`src/rtl/alu_pkg.sv`:
```
// Shared opcode encodings and flag helpers for the pipelined ALU and its benches.
package alu_pkg;

    localparam int ALU_OP_W = 4;

    localparam logic [ALU_OP_W-1:0] ALU_ADD = 4'd0;
    localparam logic [ALU_OP_W-1:0] ALU_SUB = 4'd1;
    localparam logic [ALU_OP_W-1:0] ALU_AND = 4'd2;
    localparam logic [ALU_OP_W-1:0] ALU_OR  = 4'd3;
    localparam logic [ALU_OP_W-1:0] ALU_XOR = 4'd4;
    localparam logic [ALU_OP_W-1:0] ALU_NOT = 4'd5;
    localparam logic [ALU_OP_W-1:0] ALU_INC = 4'd6;
    localparam logic [ALU_OP_W-1:0] ALU_DEC = 4'd7;
    localparam logic [ALU_OP_W-1:0] ALU_SHL = 4'd8;
    localparam logic [ALU_OP_W-1:0] ALU_SHR = 4'd9;
    localparam logic [ALU_OP_W-1:0] ALU_ASR = 4'd10;
    localparam logic [ALU_OP_W-1:0] ALU_MUL = 4'd11;
    localparam logic [ALU_OP_W-1:0] ALU_OP_ILLEGAL_MIN = 4'd12;

    // Signed overflow from operand and result sign bits.
    function automatic logic add_ovf(input logic sa, input logic sb, input logic sr);
        return (sa == sb) && (sr != sa);
    endfunction

    function automatic logic sub_ovf(input logic sa, input logic sb, input logic sr);
        return (sa != sb) && (sr != sa);
    endfunction

endpackage

```
`src/rtl/alu_seq_mul.sv`:
```
// Shift-add unsigned multiplier: one partial-product step per clock for WIDTH clocks.
module alu_seq_mul
    import alu_pkg::*;
#(
    parameter int WIDTH = 8
) (
    input  logic               clk,
    input  logic               rst_n,
    input  logic               start,
    input  logic [WIDTH-1:0]   a,
    input  logic [WIDTH-1:0]   b,
    output logic               busy,
    output logic               done,
    output logic [2*WIDTH-1:0] product
);

    localparam int CNT_W = $clog2(WIDTH);
    localparam logic [CNT_W-1:0] LAST_STEP = CNT_W'(WIDTH - 1);

    logic [2*WIDTH-1:0] mcand_r;
    logic [2*WIDTH-1:0] acc_r;
    logic [WIDTH-1:0]   mplier_r;
    logic [CNT_W-1:0]   cnt_r;
    logic               busy_r;
    logic [2*WIDTH-1:0] addend_s;
    logic [2*WIDTH-1:0] acc_next_s;

    // Partial product for the current step; product is the completed value on the last step.
    always_comb begin
        if (mplier_r[0]) begin
            addend_s = mcand_r;
        end else begin
            addend_s = {(2*WIDTH){1'b0}};
        end
        acc_next_s = acc_r + addend_s;
    end

    assign busy    = busy_r;
    assign done    = busy_r && (cnt_r == LAST_STEP);
    assign product = acc_next_s;

    // Operand load on start, then one shift-add step per clock until the last step.
    always_ff @(posedge clk or negedge rst_n) begin
        if (!rst_n) begin
            mcand_r  <= {(2*WIDTH){1'b0}};
            acc_r    <= {(2*WIDTH){1'b0}};
            mplier_r <= {WIDTH{1'b0}};
            cnt_r    <= {CNT_W{1'b0}};
            busy_r   <= 1'b0;
        end else if (start) begin
            mcand_r  <= {{WIDTH{1'b0}}, a};
            acc_r    <= {(2*WIDTH){1'b0}};
            mplier_r <= b;
            cnt_r    <= {CNT_W{1'b0}};
            busy_r   <= 1'b1;
        end else if (busy_r) begin
            acc_r    <= acc_next_s;
            mcand_r  <= {mcand_r[2*WIDTH-2:0], 1'b0};
            mplier_r <= {1'b0, mplier_r[WIDTH-1:1]};
            cnt_r    <= cnt_r + {{(CNT_W-1){1'b0}}, 1'b1};
            busy_r   <= (cnt_r != LAST_STEP);
        end else begin
            busy_r   <= 1'b0;
        end
    end

endmodule

```
`src/rtl/alu_pipe.sv`:
```
// Registered ALU with valid/ready on both sides; single-cycle ops plus a sequential multiply.
module alu_pipe
    import alu_pkg::*;
#(
    parameter int WIDTH  = 8,
    parameter int MUL_EN = 1
) (
    input  logic                clk,
    input  logic                rst_n,
    input  logic                in_valid,
    output logic                in_ready,
    input  logic [WIDTH-1:0]    a,
    input  logic [WIDTH-1:0]    b,
    input  logic [ALU_OP_W-1:0] alu_op,
    output logic                out_valid,
    input  logic                out_ready,
    output logic [WIDTH-1:0]    result,
    output logic                carry_out,
    output logic                zero,
    output logic                overflow,
    output logic                err
);

    localparam int SHAMT_W = $clog2(WIDTH);
    localparam logic MUL_ON = (MUL_EN == 32'sd1);
    localparam logic [WIDTH-1:0] ONE = {{(WIDTH-1){1'b0}}, 1'b1};

    localparam logic [0:0] ST_IDLE     = 1'b0;
    localparam logic [0:0] ST_MUL_BUSY = 1'b1;

    logic [0:0]         state_r;
    logic               run_r;
    logic               out_valid_r;
    logic [WIDTH-1:0]   result_r;
    logic               carry_r;
    logic               zero_r;
    logic               ovf_r;
    logic               err_r;

    logic               in_ready_s;
    logic               accept_s;
    logic               xfer_s;
    logic               is_mul_s;
    logic [SHAMT_W-1:0] shamt_s;
    logic [WIDTH:0]     add_s;
    logic [WIDTH:0]     sub_s;
    logic [WIDTH:0]     inc_s;
    logic [WIDTH:0]     dec_s;
    logic [WIDTH:0]     shl_s;
    logic [WIDTH:0]     shr_s;
    logic [WIDTH:0]     asr_s;
    logic [WIDTH-1:0]   res_s;
    logic               carry_s;
    logic               ovf_s;
    logic               err_s;
    logic               mul_busy_s;
    logic               mul_done_s;
    logic [2*WIDTH-1:0] mul_prod_s;
    logic               mul_hi_s;

    // run_r keeps in_ready low through reset and the first clock after release.
    assign in_ready_s = run_r && (state_r == ST_IDLE) && (!out_valid_r || out_ready);
    assign accept_s   = in_valid && in_ready_s;
    assign xfer_s     = out_valid_r && out_ready;
    assign is_mul_s   = MUL_ON && (alu_op == ALU_MUL);
    assign shamt_s    = b[SHAMT_W-1:0];
    assign mul_hi_s   = |mul_prod_s[2*WIDTH-1:WIDTH];

    assign in_ready  = in_ready_s;
    assign out_valid = out_valid_r;
    assign result    = result_r;
    assign carry_out = carry_r;
    assign zero      = zero_r;
    assign overflow  = ovf_r;
    assign err       = err_r;

    generate
        if (MUL_ON) begin : g_mul
            alu_seq_mul #(.WIDTH(WIDTH)) u_mul (
                .clk     (clk),
                .rst_n   (rst_n),
                .start   (accept_s && is_mul_s),
                .a       (a),
                .b       (b),
                .busy    (mul_busy_s),
                .done    (mul_done_s),
                .product (mul_prod_s)
            );
        end else begin : g_no_mul
            assign mul_busy_s = 1'b0;
            assign mul_done_s = 1'b0;
            assign mul_prod_s = {(2*WIDTH){1'b0}};
        end
    endgenerate

    // Single-cycle datapath; shifts carry an extra bit on the exit side to catch the last bit out.
    always_comb begin
        add_s = {1'b0, a} + {1'b0, b};
        sub_s = {1'b0, a} - {1'b0, b};
        inc_s = {1'b0, a} + {1'b0, ONE};
        dec_s = {1'b0, a} - {1'b0, ONE};
        shl_s = {1'b0, a} << shamt_s;
        shr_s = {a, 1'b0} >> shamt_s;
        asr_s = $signed({a, 1'b0}) >>> shamt_s;
        res_s   = {WIDTH{1'b0}};
        carry_s = 1'b0;
        ovf_s   = 1'b0;
        err_s   = 1'b0;
        case (alu_op)
            ALU_ADD: begin
                res_s   = add_s[WIDTH-1:0];
                carry_s = add_s[WIDTH];
                ovf_s   = add_ovf(a[WIDTH-1], b[WIDTH-1], add_s[WIDTH-1]);
            end
            ALU_SUB: begin
                res_s   = sub_s[WIDTH-1:0];
                carry_s = sub_s[WIDTH];
                ovf_s   = sub_ovf(a[WIDTH-1], b[WIDTH-1], sub_s[WIDTH-1]);
            end
            ALU_AND: res_s = a & b;
            ALU_OR:  res_s = a | b;
            ALU_XOR: res_s = a ^ b;
            ALU_NOT: res_s = ~a;
            ALU_INC: begin
                res_s   = inc_s[WIDTH-1:0];
                carry_s = inc_s[WIDTH];
                ovf_s   = add_ovf(a[WIDTH-1], 1'b0, inc_s[WIDTH-1]);
            end
            ALU_DEC: begin
                res_s   = dec_s[WIDTH-1:0];
                carry_s = dec_s[WIDTH];
                ovf_s   = sub_ovf(a[WIDTH-1], 1'b0, dec_s[WIDTH-1]);
            end
            ALU_SHL: begin
                res_s   = shl_s[WIDTH-1:0];
                carry_s = shl_s[WIDTH];
            end
            ALU_SHR: begin
                res_s   = shr_s[WIDTH:1];
                carry_s = shr_s[0];
            end
            ALU_ASR: begin
                res_s   = asr_s[WIDTH:1];
                carry_s = asr_s[0];
            end
            ALU_MUL: err_s = !MUL_ON;
            default: err_s = 1'b1;
        endcase
    end

    // Output register and FSM: single-cycle ops load on accept, MUL loads on its final step.
    always_ff @(posedge clk or negedge rst_n) begin
        if (!rst_n) begin
            state_r     <= ST_IDLE;
            run_r       <= 1'b0;
            out_valid_r <= 1'b0;
            result_r    <= {WIDTH{1'b0}};
            carry_r     <= 1'b0;
            zero_r      <= 1'b0;
            ovf_r       <= 1'b0;
            err_r       <= 1'b0;
        end else begin
            run_r <= 1'b1;
            case (state_r)
                ST_IDLE: begin
                    if (accept_s && is_mul_s) begin
                        state_r     <= ST_MUL_BUSY;
                        out_valid_r <= 1'b0;
                    end else if (accept_s) begin
                        out_valid_r <= 1'b1;
                        result_r    <= res_s;
                        carry_r     <= carry_s;
                        zero_r      <= (res_s == {WIDTH{1'b0}});
                        ovf_r       <= ovf_s;
                        err_r       <= err_s;
                    end else if (xfer_s) begin
                        out_valid_r <= 1'b0;
                    end else begin
                        out_valid_r <= out_valid_r;
                    end
                end
                ST_MUL_BUSY: begin
                    if (mul_done_s) begin
                        state_r     <= ST_IDLE;
                        out_valid_r <= 1'b1;
                        result_r    <= mul_prod_s[WIDTH-1:0];
                        carry_r     <= mul_hi_s;
                        zero_r      <= (mul_prod_s[WIDTH-1:0] == {WIDTH{1'b0}});
                        ovf_r       <= mul_hi_s;
                        err_r       <= 1'b0;
                    end else if (!mul_busy_s) begin
                        // Multiplier idle without finishing: recover rather than hang.
                        state_r <= ST_IDLE;
                    end else begin
                        state_r <= ST_MUL_BUSY;
                    end
                end
                default: begin
                    state_r     <= ST_IDLE;
                    out_valid_r <= 1'b0;
                end
            endcase
        end
    end

endmodule
```
`config.mk`:
```
export PLATFORM = sky130hd
export DESIGN_NAME = alu_pipe
export DESIGN_NICKNAME = d
export VERILOG_FILES = /design/src/rtl/alu_pkg.sv /design/src/rtl/alu_seq_mul.sv /design/src/rtl/alu_pipe.sv
export SDC_FILE = /design/constraint.sdc
export NUM_CORES = 1
export LEC_CHECK = 0
export ABC_AREA = 1
export CELL_PAD_IN_SITES_DETAIL_PLACEMENT = 0
export CELL_PAD_IN_SITES_GLOBAL_PLACEMENT = 1
export CORE_MARGIN = 2
export CORE_UTILIZATION = 40
export DETAILED_ROUTE_END_ITERATION = 12
export GPL_ROUTABILITY_DRIVEN = 1
export PLACE_DENSITY_LB_ADDON = 0.25
export SLEW_MARGIN = 20
export SYNTH_ARGS = -nofsm -noshare
export SYNTH_HDL_FRONTEND = slang
export SYNTH_SLANG_ARGS = --single-unit
```
`constraint.sdc`:
```
create_clock -name clk -period 5.2 [get_ports clk]
set_input_delay 1.04 -clock clk [delete_from_list [all_inputs] [get_ports clk]]
set_output_delay 1.04 -clock clk [all_outputs]
set_load 0.02 [all_outputs]
```
==> results of run 1 <==
[routing by layer]
layer	up-vias	wire length, microns	track usage, %
met3	54	747	2.14
li1	3146	-	-
met4	0	1010	13.9
met5	-	0	0
met2	190	9080	41.7
met1	2838	8540	32.0
[tightest hold or removal path: cells and delay by family, from the launching register on]
family,cells,cell delay (ns)
flops,1,0.34
simple gates,2,0.10
[cell usage in the layout (no fill, tap or decap), types with 10 or more instances in the layout]
cell type / n
a21oi_1: 42
nor2_1: 94
o22ai_1: 10
ha_1: 46
clkdlybuf4s50_1: 36
nand2_1: 333
buf_4: 12
nand4_1: 18
inv_1: 109
nand3_1: 87
o21ai_0: 45
dfrtp_1: 59
[sequential cells by signal (all words and copies together), names as in the netlist, 3 cells and up]
| register | flops |
|---|---|
| result | 8 |
| g_mul.u_mul.acc_r | 16 |
| g_mul.u_mul.mplier_r | 8 |
| g_mul.u_mul.cnt_r | 3 |
| g_mul.u_mul.mcand_r | 16 |
[kinds of logic after synthesis]
family                     count (synthesis)  share of synthesized area (%)
xor gates and xnor gates                   7                           1.05
AOI/OAI and AO/OA                        132                           13.2
DFF                                       59                           25.2
and+or+nand+nor                          559                           39.7
adders and majority gates                 49                           10.9
other                                      1                         0.0640
buffers and inverters                    144                           9.87
[stage by stage]
step	utilization (%)	setup WS [ns]	cell area (sq um)	std cells
2_1_floorplan	-	2.35	5860	951
3_3_place_gp	44.3	1.23	6390	1152
3_5_place_dp	44.3	1.27	6390	1152
4_1_cts	46.7	1.61	6730	1168
5_1_grt	46.7	1.32	6730	1168
6_report	46.7	1.53	6730	1168
[power groups by stage]
stage	logic, uW	registers (uW)	clock network [uW]
final	996	735	683
after global routing	1110	757	715
after CTS	999	734	690
after detailed placement	994	739	0
after global placement	992	738	0
after floorplan	617	763	0
[cell type report]
class	instances	area share (%)
Clock inverter	4	1.45
Sequential cell	59	21.9
Tap cell	184	3.42
Clock buffer	12	3.66
Multi-Input combinational cell	748	56.5
Inverter	112	6.24
Timing Repair Buffer	49	6.76
[worst max-delay path by stage]
| stage | slack, ns | to | startpoint |
|---|---|---|---|
| 6_report | 1.53 | zero | b[2] |
| 3_3_place_gp | 1.23 | zero | b[2] |
| 4_1_cts | 1.61 | zero | b[2] |
| 5_1_grt | 1.32 | zero | b[2] |
| 3_5_place_dp | 1.27 | zero | b[2] |
| 2_1_floorplan | 2.35 | zero | b[2] |
==> impl_metrics.yaml, run 1 <==
worst_setup_path:
  crit_type: "in -> reg"
  cp-end-kind: "flip-flop"
  r2r_cells: 16
  cp_max_fo: 16
  regToRegEndpoint: "carry_out"
  crit_path_frequent_cell: "nor2_1"
  r2r_slack_ns: 2.26
  crit_path_start_kind: "input port"
  worst_path_largest_cell_delay_ns: 0.59
  cp_top_family: "buffers and inverters"
  cp.required_ns: 5.45
  slowest_stage: "ha_1"
  critPathArrivalTime_ns: 3.93
  path_cells: "clkdlybuf4s50_1 > buf_4 > inv_1 > ha_1 > inv_1 > a21oi_1 > nand2_1 > nor2_1 > nor2_1 > nor2_1 > nand2_1 > nor2_1 > nand2_1 > nor2_1 > nand3_1 > a21oi_1"
  timing.rr.start: "g_mul.u_mul.mplier_r[0]"
  cp.depth: 16
  path_buf_inv: 4
timing:
  drv_slew: 0
  fmax_mhz: 272
  tns_ns: 0
  finalHoldViolCount: 0
  skew_ns: 0.00691
  worst_pin_slew_ns: 0.789
  fin_crit_sh_pct: 70.7
  rsz0062_at_grt: "false"
  hold_ws_ns: 0.479
  maxSlewHeadroom_pct: 47.3
  finalSetupViolations: 0
  finalCriticalPeriod_ns: 3.67
detailed_routing:
  routed_wl_microns: 19400
  drc: 0
  routedWlPerCell_microns: 16.6
  viasPerCell: 5.33
  drt-pass1-iter-count: 6
  drtIter0Drc: 474
  ant_nets: 0
  vias: 6228
floorplan:
  dieArea_sq_um: 15600
  die_x_microns: 125
  start_util_pct: 40.6
  die_h_microns: 125
  std_cell_rows: 44
  coreArea_sq_um: 14400
  ios: 38
power_and_ir_drop:
  p_switching_uw: 936
  powerDensity_nw_per_um2: 359
  p_seq_share_pct: 30.5
  p_leak_uw: 0.00360
  swShare_pct: 38.8
  p_int_uw: 1480
  p_total_uw: 2410
  pwr-share-clk_pct: 28.3
  combPwrFrac_pct: 41.3
  vdd_drop_max_mv: 0.155
clocking:
  numCtsBuffers: 9
  post_cts_buffers: 0
  cts.clk_slew.worst_paths_ns: 0.05
  htreeDepth: 3
  cts.sinks: 59
  cts_resized: 0
  worstSkewPairLatency_ns: 0.33
  cts_buffer_depth: 2
  cts-root-buf: "clkbuf_16"
  cts_tree: "built"
  hold_buffers: 0
yosys:
  ys_seq_area_share_pct: 25.2
  syn_nets: 1024
  syn_area_sq_um: 5860
  yosys.area.top_type: "dfrtp_1"
  synth.top_cells.by_area: "dfrtp_1 (25%), nand2_1 (21%), ha_1 (9.8%), nand3_1 (7.4%), inv_1 (7.0%)"
  yosysWarningCount: 0
  synth_most_common_cell: "nand2_1"
  synth_cells: 951
  async_flop_share_pct: 100
  synth_edf_count: 0
  synth_seq_cells: 59
  yosys-top-cells-count: "nand2_1 (333), inv_1 (109), nor2_1 (95)"
  synth_cell_type_count: 40
  syn_avg_cell_area_sq_um: 6.16
  yosys.area.top_type_share_pct: 25.2
  synthFlopType: "dfrtp_1"
status:
  status: "complete, no violations"
cells_and_area:
  multiInputGateArea_sq_um: 3810
  drive_gt1_share_pct: 3.66
  nFillCells: 1554
  antennaDiodeCount: 0
  num-nets-final: 1052
  seq_area_sq_um: 1480
  area_delta_synth_final_pct: 14.9
worst_hold_path:
  hp-class: "reg -> reg"
  hold_depth: 2
  hold_end: "g_mul.u_mul.acc_r[0]"
  min-delay-start: "g_mul.u_mul.acc_r[0]"
global_route:
  grt.total_usage_pct: 25.0
  grt_antenna_before_repair: 0
  overflow: 0
  grt_pass1_vias: 6029
  grt_pass1_wl_microns: 31100
  grt_max_degree: 60
job:
  drv_cap: 0
place:
  gp_routability_congestion: 0.969
  place_hpwl_microns: 14900
  port_buffers: 37
(Power assumes the default switching activity.)
==> inputs of run 2 (changes only) <==
clock period = 3.4 ns   (was 5.2 ns; I/O delays follow)
==> impl_metrics.yaml, run 2 (synthesis results as in run 1) <==
status:
  status: "complete, no violations"
detailed_routing:
  routed_wl_microns: 19300
  drtIter0Drc: 501
  drc: 0
  drt-pass1-iter-count: 7
  ant_nets: 0
  viasPerCell: 5.30
  vias: 6268
  routedWlPerCell_microns: 16.3
clocking:
  cts_buffer_depth: 2
  htreeDepth: 3
  numCtsBuffers: 9
  cts-root-buf: "clkbuf_16"
  worstSkewPairLatency_ns: 0.33
  hold_buffers: 0
  post_cts_buffers: 0
  cts_tree: "built"
  cts_resized: 0
  cts.sinks: 59
  cts.clk_slew.worst_paths_ns: 0.06
global_route:
  grt_pass1_wl_microns: 31200
  grt_max_degree: 39
  grt_antenna_before_repair: 0
  grt.total_usage_pct: 25.0
  grt_pass1_vias: 5969
  overflow: 0
worst_setup_path:
  regToRegEndpoint: "carry_out"
  cp_max_fo: 18
  cp-end-kind: "flip-flop"
  crit_type: "in -> reg"
  r2r_slack_ns: 0.75
  cp.required_ns: 3.64
  critPathArrivalTime_ns: 3.11
  crit_path_start_kind: "input port"
  timing.rr.start: "g_mul.u_mul.mplier_r[0]"
  r2r_cells: 16
floorplan:
  coreArea_sq_um: 14400
  dieArea_sq_um: 15600
  die_x_microns: 125
  std_cell_rows: 44
  ios: 38
  die_h_microns: 125
  start_util_pct: 40.6
cells_and_area:
  drive_gt1_share_pct: 5.31
  layout_commonest_cell: "nand2_1"
  post-route-util_pct: 47.1
  top_regs: "g_mul.u_mul.acc_r: 16 flops, g_mul.u_mul.mcand_r: 16 flops"
  nFillCells: 1596
  num-nets-final: 1067
  area_delta_synth_final_pct: 15.8
  layout_common_cells: "nand2_1 (333), inv_1 (109), nor2_1 (94)"
  antennaDiodeCount: 0
timing:
  fin_crit_sh_pct: 84.5
  finalSetupViolations: 0
  fmax_mhz: 348
  tns_ns: 0
  maxSlewHeadroom_pct: 52.6
  skew_ns: 0.00618
  worst_pin_slew_ns: 0.708
  rsz0062_at_grt: "false"
  finalCriticalPeriod_ns: 2.87
  finalHoldViolCount: 0
  drv_slew: 0
  hold_ws_ns: 0.323
place:
  port_buffers: 37
  gp_routability_congestion: 1.02
  place_hpwl_microns: 15600
power_and_ir_drop:
  p_total_uw: 3550
  powerDensity_nw_per_um2: 524
  p_leak_uw: 0.00364
  vdd_drop_max_mv: 0.272
worst_hold_path:
  hp-class: "in -> async"
job:
  drv_cap: 0
==> run 2: changes by cell type in the layout (fill, tap and decap cells not counted), sizes merged <==
| cell | change |
|---|---|
| buf | +15 |
| bufinv | -3 |
| clkbuf | -3 |
| clkinv | +1 |
| clkinvlp | +2 |
| inv | +3 |
==> run 2: worst max-delay path, stage by stage <==
cell             delay (ns)
clkdlybuf4s50_1        0.55
inv_1                  0.11
nand2_1                0.20
nor3_4                 0.10
nor2_2                 0.56
inv_1                  0.46
buf_4                  0.30
o221ai_1               0.15
==> run 2: how the worst max path moves through the flow <==
| stage | startpoint | to | slack, ns | cells past startpoint |
|---|---|---|---|---|
| 6_report | alu_op[2] | g_mul.u_mul.mcand_r[1] | 0.53 | 8 |
| 5_1_grt | out_ready | g_mul.u_mul.mcand_r[1] | 0.27 | 9 |
| 4_1_cts | alu_op[2] | g_mul.u_mul.mcand_r[1] | 0.54 | 8 |
| 3_5_place_dp | alu_op[2] | g_mul.u_mul.cnt_r[0] | 0.19 | 8 |
| 3_3_place_gp | alu_op[3] | result[3] | 0.21 | 9 |
| 2_1_floorplan | b[2] | zero | 0.91 | 17 |
==> run 2: routing by layer <==
metal | track usage, % | vias up | share of wire, %
li1 | - | 3181 | -
met2 | 43.0 | 192 | 49
met1 | 31.9 | 2846 | 43
met5 | 0 | - | 0
met3 | 2.82 | 49 | 4.1
met4 | 10.9 | 0 | 4.3
==> run 2: where the power goes <==
group	leakage (uW)	internal, uW	switching (uW)	total [uW]
clock network	0.000131	503	354	857
registers	0.000780	959	164	1120
logic	0.00273	600	973	1570
==> run 2: final cells by class <==
class | instances | area [sq um] | share of cell area (%)
Timing Repair Buffer | 64 | 568 | 8.37
Multi-Input combinational cell | 748 | 3810 | 56.1
Tap cell | 184 | 230 | 3.39
Inverter | 112 | 420 | 6.19
Clock inverter | 7 | 60.1 | 0.885
Clock buffer | 9 | 225 | 3.32
Sequential cell | 59 | 1480 | 21.8
==> run 2: metrics by stage <==
| stage | std cells | setup slack (ns) | cell area [sq um] |
|---|---|---|---|
| floorplan | 951 | 0.905 | 5860 |
| global placement | 1167 | 0.207 | 6500 |
| detailed placement | 1167 | 0.188 | 6500 |
| CTS | 1183 | 0.536 | 6790 |
| global route | 1183 | 0.273 | 6790 |
| finish | 1183 | 0.526 | 6790 |
